$ cat src/rtl/pipe_hazard_ctrl.sv
// rtl/pipe_hazard_ctrl.sv - 5-stage pipeline hazard, redirect and IRQ/exception sequencer
// Owns EPC and a saturating load-use stall counter; all steering outputs are combinational.
module pipe_hazard_ctrl #(
  parameter logic [31:0] IRQ_VEC = 32'h8000_0004,
  parameter logic [31:0] EXC_VEC = 32'h8000_0008,
  parameter int          CNT_W   = 16
) (
  input  logic             clk,
  input  logic             rst,
  input  logic             id_valid,
  input  logic [31:0]      id_pc,
  input  logic [4:0]       id_rs,
  input  logic [4:0]       id_rt,
  input  logic             id_uses_rs,
  input  logic             id_uses_rt,
  input  logic             id_jump,
  input  logic [31:0]      id_jump_tgt,
  input  logic             id_illop,
  input  logic             ex_memread,
  input  logic [4:0]       ex_dst,
  input  logic             ex_br_taken,
  input  logic [31:0]      ex_br_tgt,
  input  logic             irq,
  output logic             pc_write,
  output logic             if2id_en,
  output logic             if2id_flush,
  output logic             id2ex_flush,
  output logic             redirect,
  output logic [31:0]      redirect_pc,
  output logic [31:0]      epc,
  output logic             irq_ack,
  output logic [CNT_W-1:0] stall_cnt
);

  typedef enum logic [1:0] {S_RUN, S_WAIT, S_ENTER, S_KERNEL} state_t;

  state_t state, state_nxt;
  logic   load_use;
  logic   user_pc;
  logic   exc_take;
  logic   irq_take;
  logic   stall_take;

  assign user_pc  = ~id_pc[31];
  assign load_use = ex_memread && (ex_dst != 5'd0) &&
                    ((id_uses_rs && (ex_dst == id_rs)) || (id_uses_rt && (ex_dst == id_rt)));

  always_ff @(posedge clk or posedge rst) begin
    if (rst) state <= S_RUN;
    else     state <= state_nxt;
  end

  // Entry from WAIT needs a real, right-path, user-mode instruction in ID to become EPC.
  always_comb begin
    state_nxt = state;
    case (state)
      S_RUN:    if (irq && user_pc) state_nxt = S_WAIT;
      S_WAIT: begin
        if (!irq)
          state_nxt = S_RUN;
        else if (id_valid && !ex_br_taken && !load_use && user_pc)
          state_nxt = S_ENTER;
      end
      S_ENTER:  state_nxt = S_KERNEL;
      S_KERNEL: if (id_valid && user_pc) state_nxt = S_RUN;
      default:  state_nxt = S_RUN;
    endcase
  end

  always_comb begin
    pc_write    = 1'b1;
    if2id_en    = 1'b1;
    if2id_flush = 1'b0;
    id2ex_flush = 1'b0;
    redirect    = 1'b0;
    redirect_pc = 32'h0;
    irq_ack     = 1'b0;
    exc_take    = 1'b0;
    irq_take    = 1'b0;
    stall_take  = 1'b0;
    if (rst) begin
      pc_write    = 1'b0;
      if2id_en    = 1'b0;
      if2id_flush = 1'b1;
      id2ex_flush = 1'b1;
    end else if (ex_br_taken) begin
      redirect    = 1'b1;
      redirect_pc = ex_br_tgt;
      if2id_flush = 1'b1;
      id2ex_flush = 1'b1;
    end else if (state == S_RUN && id_valid && id_illop && user_pc) begin
      exc_take    = 1'b1;
      redirect    = 1'b1;
      redirect_pc = EXC_VEC;
      if2id_flush = 1'b1;
      id2ex_flush = 1'b1;
    end else if (state == S_ENTER) begin
      irq_take    = 1'b1;
      irq_ack     = 1'b1;
      redirect    = 1'b1;
      redirect_pc = IRQ_VEC;
      if2id_flush = 1'b1;
      id2ex_flush = 1'b1;
    end else if (load_use) begin
      // A jr caught here re-presents after the bubble and redirects then.
      stall_take  = 1'b1;
      pc_write    = 1'b0;
      if2id_en    = 1'b0;
      id2ex_flush = 1'b1;
    end else if (id_jump && id_valid) begin
      redirect    = 1'b1;
      redirect_pc = id_jump_tgt;
      if2id_flush = 1'b1;
    end
  end

  always_ff @(posedge clk or posedge rst) begin
    if (rst) begin
      epc       <= 32'h0;
      stall_cnt <= '0;
    end else begin
      if (exc_take || irq_take)
        epc <= id_pc;
      if (stall_take && (stall_cnt != {CNT_W{1'b1}}))
        stall_cnt <= stall_cnt + {{(CNT_W-1){1'b0}}, 1'b1};
    end
  end

endmodule

$ cat config.mk
export PLATFORM = sky130hd
export DESIGN_NAME = pipe_hazard_ctrl
export DESIGN_NICKNAME = d
export VERILOG_FILES = /design/src/rtl/pipe_hazard_ctrl.sv
export SDC_FILE = /design/constraint.sdc
export NUM_CORES = 1
export LEC_CHECK = 0
export ABC_AREA = 1
export CAP_MARGIN = 15
export CORE_UTILIZATION = 45
export DETAILED_ROUTE_END_ITERATION = 8
export DONT_BUFFER_PORTS = 1
export GPL_ROUTABILITY_DRIVEN = 0
export GPL_TIMING_DRIVEN = 1
export PLACE_DENSITY = 0.68
export SLEW_MARGIN = 20
export SYNTH_ARGS = -nofsm -noshare
export SYNTH_HDL_FRONTEND = slang
export SYNTH_SLANG_ARGS = --single-unit
$ cat constraint.sdc
create_clock -name clk -period 1.9 [get_ports clk]
set_input_delay 0.095 -clock clk [delete_from_list [all_inputs] [get_ports clk]]
set_output_delay 0.095 -clock clk [all_outputs]
set_load 0.01 [all_outputs]
Word-level counts from Yosys, hierarchy flattened
Cells that the tools add are included.
{"block": "totals", "ff_bits": 50, "output_inout_bits": 86, "word_cells": 74}
{"block": "classes", "add_sub_neg": 1, "eq_ne": 9, "mux": 39, "n_bitwise": 1, "n_reduce_logical": 21}
{"op": "$mux 32", "n": 6}
{"op": "$mux 1", "n": 28}
{"op": "$add 16x1->16 const B", "n": 1}
{"op": "$ne 16x16->1 const B", "n": 1}
{"op": "$logic_and 1x1->1", "n": 14}
{"op": "$eq 5x5->1", "n": 2}
{"op": "$mux 2", "n": 4}
{"op": "$pmux 2 s4", "n": 1}
{"op": "$reduce_bool 5->1", "n": 1}
{"op": "$eq 2x2->1 const B", "n": 2}
{"op": "$ne 2x2->1 const B", "n": 2}
{"op": "$ne 3x3->1 const B", "n": 1}
{"op": "$reduce_and 3->1", "n": 1}
{"op": "$eq 2x1->1 const B", "n": 1}
{"op": "$logic_not 1->1", "n": 2}
{"op": "$logic_not 2->1", "n": 1}
{"op": "$logic_or 1x1->1", "n": 2}
{"op": "$not 1->1", "n": 1}

Depth between registers and ports, before layout
{"block": "depth", "word_depth": 10, "mapped_depth": 13, "depth_no_buf": 12}

Worst setup path before layout
Ideal clock, no wire load.
{"block": "synth_path", "path_kind": "input-to-reg", "start": "input rst", "end": "register epc[0]", "setup_ns": 0.128, "t_arrival_ns": 1.571, "t_required_ns": 1.772, "slack_ns": 0.202, "cell_stages": 5, "n_path_buf": 2, "cell_sequence": "clkbuf_1 -> inv_2 -> nand3_4 -> buf_2 -> mux2_1"}
{"block": "synth_between", "elab_chain_len": 2}
{"item": "start, declared", "line": "9", "text": "input logic rst,"}
{"item": "$mux 1", "line": "81", "text": "if (rst) begin"}
{"item": "$logic_or 1x1->1 (*)", "line": "122", "text": "if (exc_take || irq_take)"}
{"item": "end signal, assigned", "line": "123", "text": "epc <= id_pc;"}
{"item": "end, declared", "line": "30", "text": "output logic [31:0] epc,"}
Mark *: on every way between the ends. The rest lies on a longest branch, timed or not.
A chain may end at the register's enable or synchronous reset.

Worst setup path in the final report
{"block": "layout_path", "start": "register state[0]", "end": "output redirect_pc[27]"}
{"block": "layout_between", "elab_chain_len": 7}
{"item": "start, declared", "line": "37", "text": "state_t state, state_nxt;"}
{"item": "start signal, assigned", "line": "50", "text": "else state <= state_nxt;"}
{"item": "$logic_not 2->1", "line": "91", "text": "end else if (state == S_RUN && id_valid && id_illop && user_pc) begin"}
{"item": "$logic_and 1x1->1 (3 in a row)", "line": "91"}
{"item": "$mux 32 (*)", "line": "91"}
{"item": "$mux 32 (*)", "line": "86", "text": "end else if (ex_br_taken) begin"}
{"item": "$mux 32 (*)", "line": "81"}
{"item": "end, declared", "line": "29", "text": "output logic [31:0] redirect_pc,"}
Marked as above.

==> reports/results.ini <==
[pwr]
powerDensity_nw_per_um2 = 963
irDropWorstVdd_v = 0.000547
leakage_nw = 1.72

[timing]
fmax_mhz = 534
tightest_slew_ns = 0.401
fin_crit_sh_pct = 98.6
rsz0062_at_grt = yes
timing.final.ws_setup_ns = 0.0257
period_needed_ns = 1.87
holdWs_ns = 0.0580
setup_violations = 0
fin_skew_ns = 0.00587
relSlewSlack_pct = 73.3
slew_viol_final = 0
finalHoldViolCount = 0

[synth]
synthSimpleGateAreaFrac_pct = 29.9
synth-compound-area-share_pct = 6.76
synth-seq-area-share_pct = 39.5
synth.yosys.warnings = 0
ys_types = 30
synthCells = 403
synth_top_family_by_area = simple AND/OR/NAND/NOR gates
yosys.area_share.adder_pct = 0.395
synth-seq-cells = 50
syn_avg_cell_area_sq_um = 7.85
synth-xor-area-share_pct = 3.87
yosys-mux-area-fraction_pct = 11.4
syn-num-nets = 525
syn_area_sq_um = 3170

[hold_path]
hold_start = irq
hold_depth = 4
worst_hold_path_type = in2reg

[clock_tree]
max-clock-path-buffers = 2
cts.clk_slew.worst_paths_ns = 0.09
numCtsBuffers = 5
cts_tree = built
cts_root_buf = clkbuf_8
cts-htree-levels = 2
insertion_delay_ns = 0.29
clock_sinks = 50

[die]
placementRows = 30
die_h_um = 85.9
die_w_um = 85.9
io_pins = 207
die-area_sq_um = 7370
core_sq_um = 6790
initial_core_util_pct = 46.6

[cells_and_area]
fill_cells = 595
layout-drive-gt1-share_pct = 13.1
final_cell_mix = 125 x nand2_1, 49 x dfrtp_1, 33 x dlygate4sd3_1
syn2layout_area_growth_pct = 20.2
layout.nets = 563
n_antenna_cell = 0
final_common_cell = nand2_1

[global_route]
grt_pass1_wl_mm = 12.8
grt_max_degree = 46
grt_pass1_vias = 2701
antenna_found_initial = 0
gr-total-overflow = 0
grt.total_usage_pct = 22.0

[placed_design]
hpwl_mm = 6.39
port_buffers = 0
dp_slack_ns = 0.181

[setup_path]
path_max_fanout = 10
cp.arrival_ns = 1.78
critical_path_required_ns = 1.80
r2r_cells = 6
r2r_setup_slack_ns = 0.19
critical_path_class = reg2out
critPathCaptureType = primary output
startpoint_type = flop
regToRegEndpoint = epc[2]

[run]
cap_violations = 0

[routing]
vias_per_cell = 5.42
wl_per_cell_um = 16.3
ant_nets = 0
dr.first_iter.drc_count = 134
dr.pass1.iters = 4
vias = 2917
routed_wl_mm = 8.75
route.detailed.drc = 0

[run_status]
status = completed

-- where the power goes --
part           internal (W)  total, W  leakage [nW]  switching (W)
combinational      0.000501   0.00103          1.04       0.000525
sequential          0.00144   0.00191         0.629       0.000462
clock              0.000393  0.000732        0.0514       0.000339
-- critical path: stages (launching register included) --
cell     delay [ns]
dfrtp_1        0.43
inv_2          0.08
nand2_2        0.11
nand2_4        0.11
nor2_8         0.13
buf_4          0.17
nand4_1        0.12
a21oi_1        0.34
-- Yosys cell counts --
| cell | instances | area (sq um) |
|---|---|---|
| nor2_8 | 1 | 20.0 |
| nor2_2 | 2 | 12.5 |
| a21oi_1 | 33 | 165 |
| nand2_1 | 125 | 469 |
| a31oi_1 | 1 | 6.26 |
| o21ai_1 | 4 | 20.0 |
| nor3_2 | 1 | 10.0 |
| mux2_2 | 2 | 22.5 |
| nand2_2 | 2 | 12.5 |
| ha_1 | 1 | 12.5 |
| inv_1 | 27 | 101 |
| o31ai_1 | 1 | 7.51 |
| nor2_1 | 17 | 63.8 |
| buf_6 | 2 | 22.5 |
| nand3_4 | 1 | 17.5 |
| dfrtp_1 | 50 | 1250 |
| mux2_1 | 30 | 338 |
| buf_4 | 1 | 7.51 |
| nor3_1 | 5 | 25.0 |
| buf_2 | 11 | 55.1 |
| clkbuf_1 | 7 | 26.3 |
| inv_2 | 9 | 33.8 |
| nand2_4 | 1 | 11.3 |
| xnor2_1 | 9 | 78.8 |
| buf_1 | 3 | 11.3 |
| nand4_1 | 32 | 200 |
| o21ai_0 | 3 | 15.0 |
| nand3_2 | 4 | 40.0 |
| xor2_1 | 5 | 43.8 |
| nand3_1 | 13 | 65.1 |
-- worst max path at each step --
stage	from	endpoint	slack [ns]	depth (start not counted)
finish	state[0]	redirect_pc[27]	0.03	7
global placement	state[0]	stall_cnt[6]	0.23	10
global route	flop	redirect_pc[31]	-0.03	6
CTS	rst	pc_write	0.002	5
detailed placement	state[0]	stall_cnt[6]	0.18	10
floorplan	rst	epc[0]	0.20	5
-- cell families after synthesis --
logic type                 count (synthesis)
DFF                                       50
and+or+nand+nor                          204
xor gates and xnor gates                  14
buffers and inverters                     60
muxes                                     32
AOI/OAI and AO/OA                         42
adders and majority gates                  1
-- layer usage --
layer / GRT usage [%] / part of all wire [%] / up-vias
li1: - / - / 1399
met1: 24.3 / 39 / 1367
met2: 40.3 / 51 / 127
met3: 5.39 / 6.5 / 24
met4: 8.64 / 3.4 / 0
met5: 0 / 0 / -
-- flip-flops by register name, indices dropped and copies added (netlist names), named ones only --
register   cells
epc           32
stall_cnt     16
state          1
-- area by class of cell --
class                           instances  area (sq um)  area share (%)
Sequential cell                        50          1250            32.9
Tap cell                               96           120            3.16
Multi-Input combinational cell        294          1680            44.2
Inverter                               36           135            3.55
Clock inverter                          2          37.5           0.987
Timing Repair Buffer                   54           504            13.3
Clock buffer                            6          72.6            1.91
-- stage by stage --
step | power (W) | util, % | area [sq um] | setup TNS, ns | std cells
finish | 0.00366 | 56.0 | 3800 | 0 | 538
CTS | 0.00361 | 55.3 | 3760 | 0 | 534
global placement | 0.00271 | 48.3 | 3280 | 0 | 491
global route | 0.00387 | 56.0 | 3800 | -0.0623 | 538
detailed placement | 0.00277 | 48.3 | 3280 | 0 | 491
floorplan | 0.00255 | - | 3170 | 0 | 403
-- what timing repair did --
action | in CTS | in global routing
pin swaps | 1 | 3
resized for setup | 1 | 6
setup buffers | 1 | 4
hold buffers | 33 | 0
gates cloned | 1 | 0
endpoints found under the hold margin | 38 | 0
endpoints found under the setup margin | 6 | 29
(Power assumes the default switching activity.)
